File: src/rtl/adsr_pkg.sv
// Shared state codes for the ADSR envelope generator and its debug port.
package adsr_pkg;

  localparam int unsigned ST_W = 3;

  localparam logic [ST_W-1:0] ST_IDLE    = 3'd0;
  localparam logic [ST_W-1:0] ST_ATTACK  = 3'd1;
  localparam logic [ST_W-1:0] ST_DECAY   = 3'd2;
  localparam logic [ST_W-1:0] ST_SUSTAIN = 3'd3;
  localparam logic [ST_W-1:0] ST_RELEASE = 3'd4;

  typedef enum logic [ST_W-1:0] {
    StIdle    = ST_IDLE,
    StAttack  = ST_ATTACK,
    StDecay   = ST_DECAY,
    StSustain = ST_SUSTAIN,
    StRelease = ST_RELEASE
  } adsr_state_e;

endpackage

File: src/rtl/lrclk_tick.sv
// Brings the frame clock into the clk domain and emits a one-cycle pulse per rising edge.
module lrclk_tick (
  input  logic clk,
  input  logic rst_n,
  input  logic lrclk,
  output logic tick
);

  logic sync1_q, sync2_q, prev_q, tick_q;

  // tick_q rises on the third clk edge after lrclk goes high.
  always_ff @(posedge clk or negedge rst_n) begin
    if (!rst_n) begin
      sync1_q <= 1'b0;
      sync2_q <= 1'b0;
      prev_q  <= 1'b0;
      tick_q  <= 1'b0;
    end else begin
      sync1_q <= lrclk;
      sync2_q <= sync1_q;
      prev_q  <= sync2_q;
      tick_q  <= sync2_q & ~prev_q;
    end
  end

  assign tick = tick_q;

endmodule

File: src/rtl/adsr_envelope.sv
// Frame-rate ADSR envelope producing an unsigned gain word for the multiplier amplitude input.
module adsr_envelope
  import adsr_pkg::*;
#(
  parameter int unsigned BITSIZE  = 16,
  parameter int unsigned FRAC     = 8,
  parameter int unsigned RATESIZE = 16
) (
  input  logic                clk,
  input  logic                rst_n,
  input  logic                lrclk,
  input  logic                gate,
  input  logic [RATESIZE-1:0] attack_rate,
  input  logic [RATESIZE-1:0] decay_rate,
  input  logic [BITSIZE-1:0]  sustain_level,
  input  logic [RATESIZE-1:0] release_rate,
  output logic [BITSIZE-1:0]  out,
  output logic                active,
  output logic [ST_W-1:0]     state
);

  localparam int unsigned ACCSIZE = BITSIZE + FRAC;
  localparam logic [ACCSIZE-1:0] ENV_MAX = '1;

  logic tick;

  lrclk_tick u_lrclk_tick (
    .clk   (clk),
    .rst_n (rst_n),
    .lrclk (lrclk),
    .tick  (tick)
  );

  adsr_state_e       state_q, state_d;
  logic [ACCSIZE-1:0] env_q, env_d, target;
  logic [ACCSIZE:0]   attack_ext, decay_ext, release_ext;
  logic [ACCSIZE:0]   sum_att, diff_dec, diff_rel;
  logic               active_q;

  // One extra bit on every operand catches attack carry and decay/release underflow.
  always_comb begin
    attack_ext                  = '0;
    decay_ext                   = '0;
    release_ext                 = '0;
    attack_ext[RATESIZE-1:0]    = attack_rate;
    decay_ext[RATESIZE-1:0]     = decay_rate;
    release_ext[RATESIZE-1:0]   = release_rate;
    target                      = {sustain_level, {FRAC{1'b0}}};
    sum_att                     = {1'b0, env_q} + attack_ext;
    diff_dec                    = {1'b0, env_q} - decay_ext;
    diff_rel                    = {1'b0, env_q} - release_ext;
  end

  always_comb begin
    state_d = state_q;
    env_d   = env_q;
    if (!gate && (state_q inside {StAttack, StDecay, StSustain})) begin
      state_d = StRelease;
    end else if (gate && (state_q inside {StIdle, StRelease})) begin
      // Retrigger keeps the current level so a re-struck note does not click.
      state_d = StAttack;
    end else begin
      unique case (state_q)
        StAttack: begin
          if (attack_rate == '0 || sum_att[ACCSIZE] || sum_att[ACCSIZE-1:0] == ENV_MAX) begin
            env_d   = ENV_MAX;
            state_d = StDecay;
          end else begin
            env_d = sum_att[ACCSIZE-1:0];
          end
        end
        StDecay: begin
          if (decay_rate == '0 || diff_dec[ACCSIZE] || diff_dec[ACCSIZE-1:0] <= target) begin
            env_d   = target;
            state_d = StSustain;
          end else begin
            env_d = diff_dec[ACCSIZE-1:0];
          end
        end
        StSustain: env_d = target;
        StRelease: begin
          if (release_rate == '0 || diff_rel[ACCSIZE] || diff_rel[ACCSIZE-1:0] == '0) begin
            env_d   = '0;
            state_d = StIdle;
          end else begin
            env_d = diff_rel[ACCSIZE-1:0];
          end
        end
        default: env_d = '0;
      endcase
    end
  end

  always_ff @(posedge clk or negedge rst_n) begin
    if (!rst_n) begin
      state_q  <= StIdle;
      env_q    <= '0;
      active_q <= 1'b0;
    end else if (tick) begin
      state_q  <= state_d;
      env_q    <= env_d;
      active_q <= (state_d != StIdle);
    end
  end

  assign out    = env_q[ACCSIZE-1 -: BITSIZE];
  assign active = active_q;
  assign state  = state_q;

endmodule

File: config.mk
export PLATFORM = sky130hd
export DESIGN_NAME = adsr_envelope
export DESIGN_NICKNAME = d
export VERILOG_FILES = /design/src/rtl/adsr_pkg.sv /design/src/rtl/lrclk_tick.sv /design/src/rtl/adsr_envelope.sv
export SDC_FILE = /design/constraint.sdc
export NUM_CORES = 1
export LEC_CHECK = 0
export ABC_AREA = 0
export CAP_MARGIN = 0
export CORE_AREA = 8 8 113 115
export CTS_CLUSTER_SIZE = 40
export DETAILED_ROUTE_END_ITERATION = 8
export DIE_AREA = 0 0 121 123
export HOLD_SLACK_MARGIN = 0.02
export PLACE_DENSITY = 0.86
export SYNTH_ARGS = -nofsm -noshare
export SYNTH_HDL_FRONTEND = slang
export SYNTH_SLANG_ARGS = --single-unit
File: constraint.sdc
create_clock -name clk -period 11.6 [get_ports clk]
set_input_delay 1.74 -clock clk [delete_from_list [all_inputs] [get_ports clk]]
set_output_delay 1.74 -clock clk [all_outputs]
set_load 0.01 [all_outputs]
Yosys cells after proc, flatten, opt, wreduce, memory -nomap -nowiden
Index checks and enable logic that the tools add are counted.

$lt $le $gt $ge: 1. Bitwise operators: 4. Reduce and logical (&&, ||, !) cells: 18. Equal/unequal tests: 5. Muxes and demuxes: 10. Add/sub/neg operators: 3.

Operator list (number): $pmux W24 S4 (1); $mux W24 (3); $sub A24 B16 Y25 (2); $logic_not A16 Y1 (3); $add A24 B16 Y25 (1); $eq A24 B24 Y1 const B (1); $le A24 B24 Y1 (1); $logic_not A24 Y1 (1); $mux W3 (5); $pmux W3 S3 (1); $eq A3 B2 Y1 const B (2); $logic_or A1 B1 Y1 (6); $reduce_bool A3 Y1 (2); $eq A3 B1 Y1 const B (1); $eq A3 B3 Y1 const B (1); $logic_not A3 Y1 (1); $not A1 Y1 (3); $reduce_and A3 Y1 (1); $logic_and A1 B1 Y1 (2); $reduce_bool A2 Y1 (1); $and A1 B1 Y1 (1); $logic_not A1 Y1 (1).

Output and inout bits: 20. Bits of input ports: 68. Word-level logic and storage cells: 48. Bits in registers: 32.

Longest topological paths before layout
Depth after elaboration: 8. Gate-level depth with buffers: 22. Gate-level depth less buffers: 21.

By module
From an unflattened synthesis, not the netlist that was laid out.

Cells, all modules: 850. Area, all modules: 6184.7 um^2.

By module, submodules not included: adsr_envelope (seq. area each 700.7 um^2, cells each 845, times used 1, area each 6070.8 um^2); lrclk_tick (seq. area each 100.1 um^2, cells each 5, times used 1, area each 113.9 um^2).

Worst setup path after synthesis
Ideal clock, no wire load.

Path kind: input -> register. Start: input port decay_rate[6]. End: register env_q[9]. Required time: 11459 ps. Stages on the path: 17. Slack: 5474 ps. Path buffers: 0. Arrival: 5984 ps. Cell sequence: inv_1 > ha_1 > a2111oi_0 > a211oi_1 > o221ai_1 > a31oi_1 > nor4b_1 > xnor2_1 > ha_1 > and4_1 > nand3_1 > or4_1 > o41a_1 > o211ai_2 > mux2_2 > a222oi_1 > o211ai_2.

Word-level cells in the longest chain between the ends: 5.

RTL lines: start: declaration (line adsr_envelope.sv:14) `input logic [RATESIZE-1:0] decay_rate,`; $sub A24 B16 Y25 / $logic_not A16 Y1 (equally long branches) (line adsr_envelope.sv:50, adsr_envelope.sv:73); $le A24 B24 Y1 / $logic_or A1 B1 Y1 (equally long branches) (line adsr_envelope.sv:73) `if (decay_rate == '0 || diff_dec[ACCSIZE] || diff_dec[ACCSIZE-1:0] <= target) begin`; $logic_or A1 B1 Y1 (line adsr_envelope.sv:73); $mux W24 * (line adsr_envelope.sv:73); $pmux W24 S4 * (line adsr_envelope.sv:63) `unique case (state_q)`; end signal: assignment (line adsr_envelope.sv:101) `env_q <= env_d;`; end: declaration (line adsr_envelope.sv:35) `logic [ACCSIZE-1:0] env_q, env_d, target;`.

Mark *: on every way between the ends. The rest lies on a longest branch, timed or not. A chain may end at the register's enable or synchronous reset.

Worst setup path after layout
Start: input port decay_rate[6]. End: register env_q[4].

Word-level cells in the longest chain between the ends: 5.

RTL lines (line): $sub A24 B16 Y25 / $logic_not A16 Y1 (equally long branches) (adsr_envelope.sv:50, adsr_envelope.sv:73); $le A24 B24 Y1 / $logic_or A1 B1 Y1 (equally long branches) (adsr_envelope.sv:73); $logic_or A1 B1 Y1 * (adsr_envelope.sv:73); $mux W24 * (adsr_envelope.sv:73); $pmux W24 S4 * (adsr_envelope.sv:63).

Marked as above.

==> metrics.cfg <==
[floorplan]
coreArea_um2 = 11080
io_pins = 88
dieArea_um2 = 14880
num_rows = 39
dieHeight_um = 123
start_util_pct = 55.33
die_w_um = 121

[global_routing]
grt_pass1_vias = 6388
antenna_found_initial = 0
overflow = 0
grt_usage_pct = 28.34
grt_pass1_wl_mm = 33.67
grt_max_degree = 33

[cts]
cts_tree = done
cts-resized-gates = 0
path_clk_slew_ps = 60
cts.path.max_buffers = 2
clk_latency_ps = 290
htreeDepth = 2
cts_made_buffers = 5
cts_sinks = 32
postCtsHoldBufs = 0
cts_root_buf = clkbuf_16
post_cts_buffers = 0

[timing]
worst_slew_pin_slew_ps = 1166
drv_slew = 0
relSlewSlack_pct = 20.25
hold_viol = 0
fin_skew_ps = 10.85
rsz0062_at_grt = false
period_needed_ps = 7061
tns_ps = 0
fmax_mhz = 141.6
setup_violations = 0
finalCritPeriodShare_pct = 60.87

[pwr]
p_per_area_nw_per_um2 = 162.8
p_leak_uw = 0.003250
vdd_ir_drop_max_v = 0.00008029

[yosys]
synth_area_um2 = 6128
yosysMostFrequentCell = inv_1
synth_top_area_cell = dfrtp_1
ys_ff_latch = 32
avgSynthCellArea_um2 = 7.419
ys_top_cells_by_count = inv_1, ha_1, a21oi_1
synthCells = 826
ys_warn_count = 0
synth_edf_count = 0
synthTopCellsByArea = dfrtp_1, ha_1, a21oi_1, xnor2_1, inv_1
synth_fp_nets = 961
synth_top_area_share_pct = 13.07
synth_seq_area_share_pct = 13.07
async_reset_ff_share_pct = 100.0
synth_flop_cell = dfrtp_1
ys_types = 77

[drt]
viasPerCell = 6.676
drt_iter0_markers = 779
drtPass1Iterations = 6
drcViolationCount = 0
via_count = 6783
ant_nets = 0
wl_mm = 21.34
wire_per_inst_um = 21.00

[placed_design]
hpwl_mm = 17.57
place_congestion = 0.9896
portBuffers = 87

[layout]
antenna_cells = 0
fin_nets = 1007
area_delta_synth_final_pct = 15.46
postLayoutCoreUtil_pct = 63.88
drive_gt1_share_pct = 4.696

[worst_setup_path]
cp.required_ps = 11710
cp_max_fo = 10
cp-start-kind = input pin
cp-end-kind = flop
criticalPathCategory = in -> reg
cp.arrival_ps = 7170

[status]
status = complete, no violations

[worst_hold_path]
hold_path_class = reg -> reg

[run]
max_cap_violations = 0

routing by layer:
metal / share of wire [%] / vias to the layer above / routed length (µm) / global-route usage [%]
met5: 0 / - / 0 / 0
met4: 2.9 / 0 / 624 / 10.85
met3: 8.9 / 46 / 1894 / 3.151
met2: 46 / 381 / 9900 / 46.80
met1: 42 / 3169 / 8922 / 37.30
li1: - / 3187 / - / -
flip-flops by register name, indices dropped and copies added, names as in the netlist:
signal                flops
u_lrclk_tick.prev_q       1
active                    1
u_lrclk_tick.sync1_q      1
env_q                    24
u_lrclk_tick.sync2_q      1
u_lrclk_tick.tick         1
state                     3
worst max-delay path: stages:
cell	delay [ps]
clkdlybuf4s50_1	480
inv_1	50
ha_1	330
a2111oi_0	510
a211oi_1	190
o221ai_1	270
a31oi_1	230
nor4b_1	640
xnor2_1	130
ha_1	330
and4_1	200
nand3_1	110
or4_1	520
o41a_1	350
o211ai_2	200
nor2_1	290
a221oi_1	460
o211ai_2	140
cells by family (layout without fill, tap and decap cells):
logic type / count (synthesis) / after routing / synth area share [%]
AO/OA/AOI/OAI: 273 / 273 / 31.44
AND/OR/NAND/NOR: 266 / 266 / 22.91
buffers and inverters: 122 / 169 / 8.800
adder cells (fa/ha/maj): 67 / 67 / 14.05
XOR/XNOR: 55 / 55 / 7.860
flip-flops: 32 / 32 / 13.07
multiplexers: 11 / 11 / 1.878
cells in the final DEF (no fill, tap or decap), types with 27 or more instances in the layout:
cell             netlist  layout
nor2_1                53      53
xnor2_1               31      31
ha_1                  64      64
clkdlybuf4s50_1        0      87
inv_1                 70      70
nand2_1               58      58
nand3_1               27      27
o21ai_0               50      50
a21oi_1               60      60
dfrtp_1               32      32
final cells by class:
| class | instances | area, µm² |
|---|---|---|
| clock buffers | 5 | 125.1 |
| fillers | 1012 | 4001 |
| flip-flops and latches | 32 | 800.8 |
| repair buffers | 91 | 900.9 |
| well taps | 143 | 178.9 |
| inverters | 70 | 262.8 |
| clock inverters | 3 | 18.77 |
| multi-input cells | 672 | 4788 |
per-stage QoR:
stage | total power, µW | hold WS, ps | setup WS [ps] | instance area, µm² | std cells
after floorplan | 773.5 | 331.2 | 5474 | 6128 | 826
after global placement | 999.8 | 345.0 | 4459 | 6932 | 1008
after detailed placement | 995.7 | 344.4 | 4326 | 6932 | 1008
after CTS | 1132 | 356.9 | 4592 | 7076 | 1016
after global routing | 1236 | 357.3 | 4157 | 7076 | 1016
final | 1152 | 351.8 | 4539 | 7076 | 1016
power breakdown:
part           internal (µW)  leakage, µW  switching, µW
registers                131     0.000424           59.7
clock network           79.0    0.0000736           50.3
logic                    348      0.00275            484
worst paths after layout:
path / start / endpoint / slack [ps] / depth (start not counted)
max: decay_rate[6] / env_q[4] / 4540 / 18
max reg2reg: env_q[6] / env_q[4] / 6040 / 16
min reg2reg: u_lrclk_tick.sync1_q / u_lrclk_tick.sync2_q / 350 / 0
max in group asynchronous: rst_n / env_q[10] / 9450 / 2
min in group asynchronous: rst_n / env_q[21] / 1850 / 2
min: u_lrclk_tick.sync1_q / u_lrclk_tick.sync2_q / 350 / 0
Note: power is estimated with default switching activity, not from simulation.
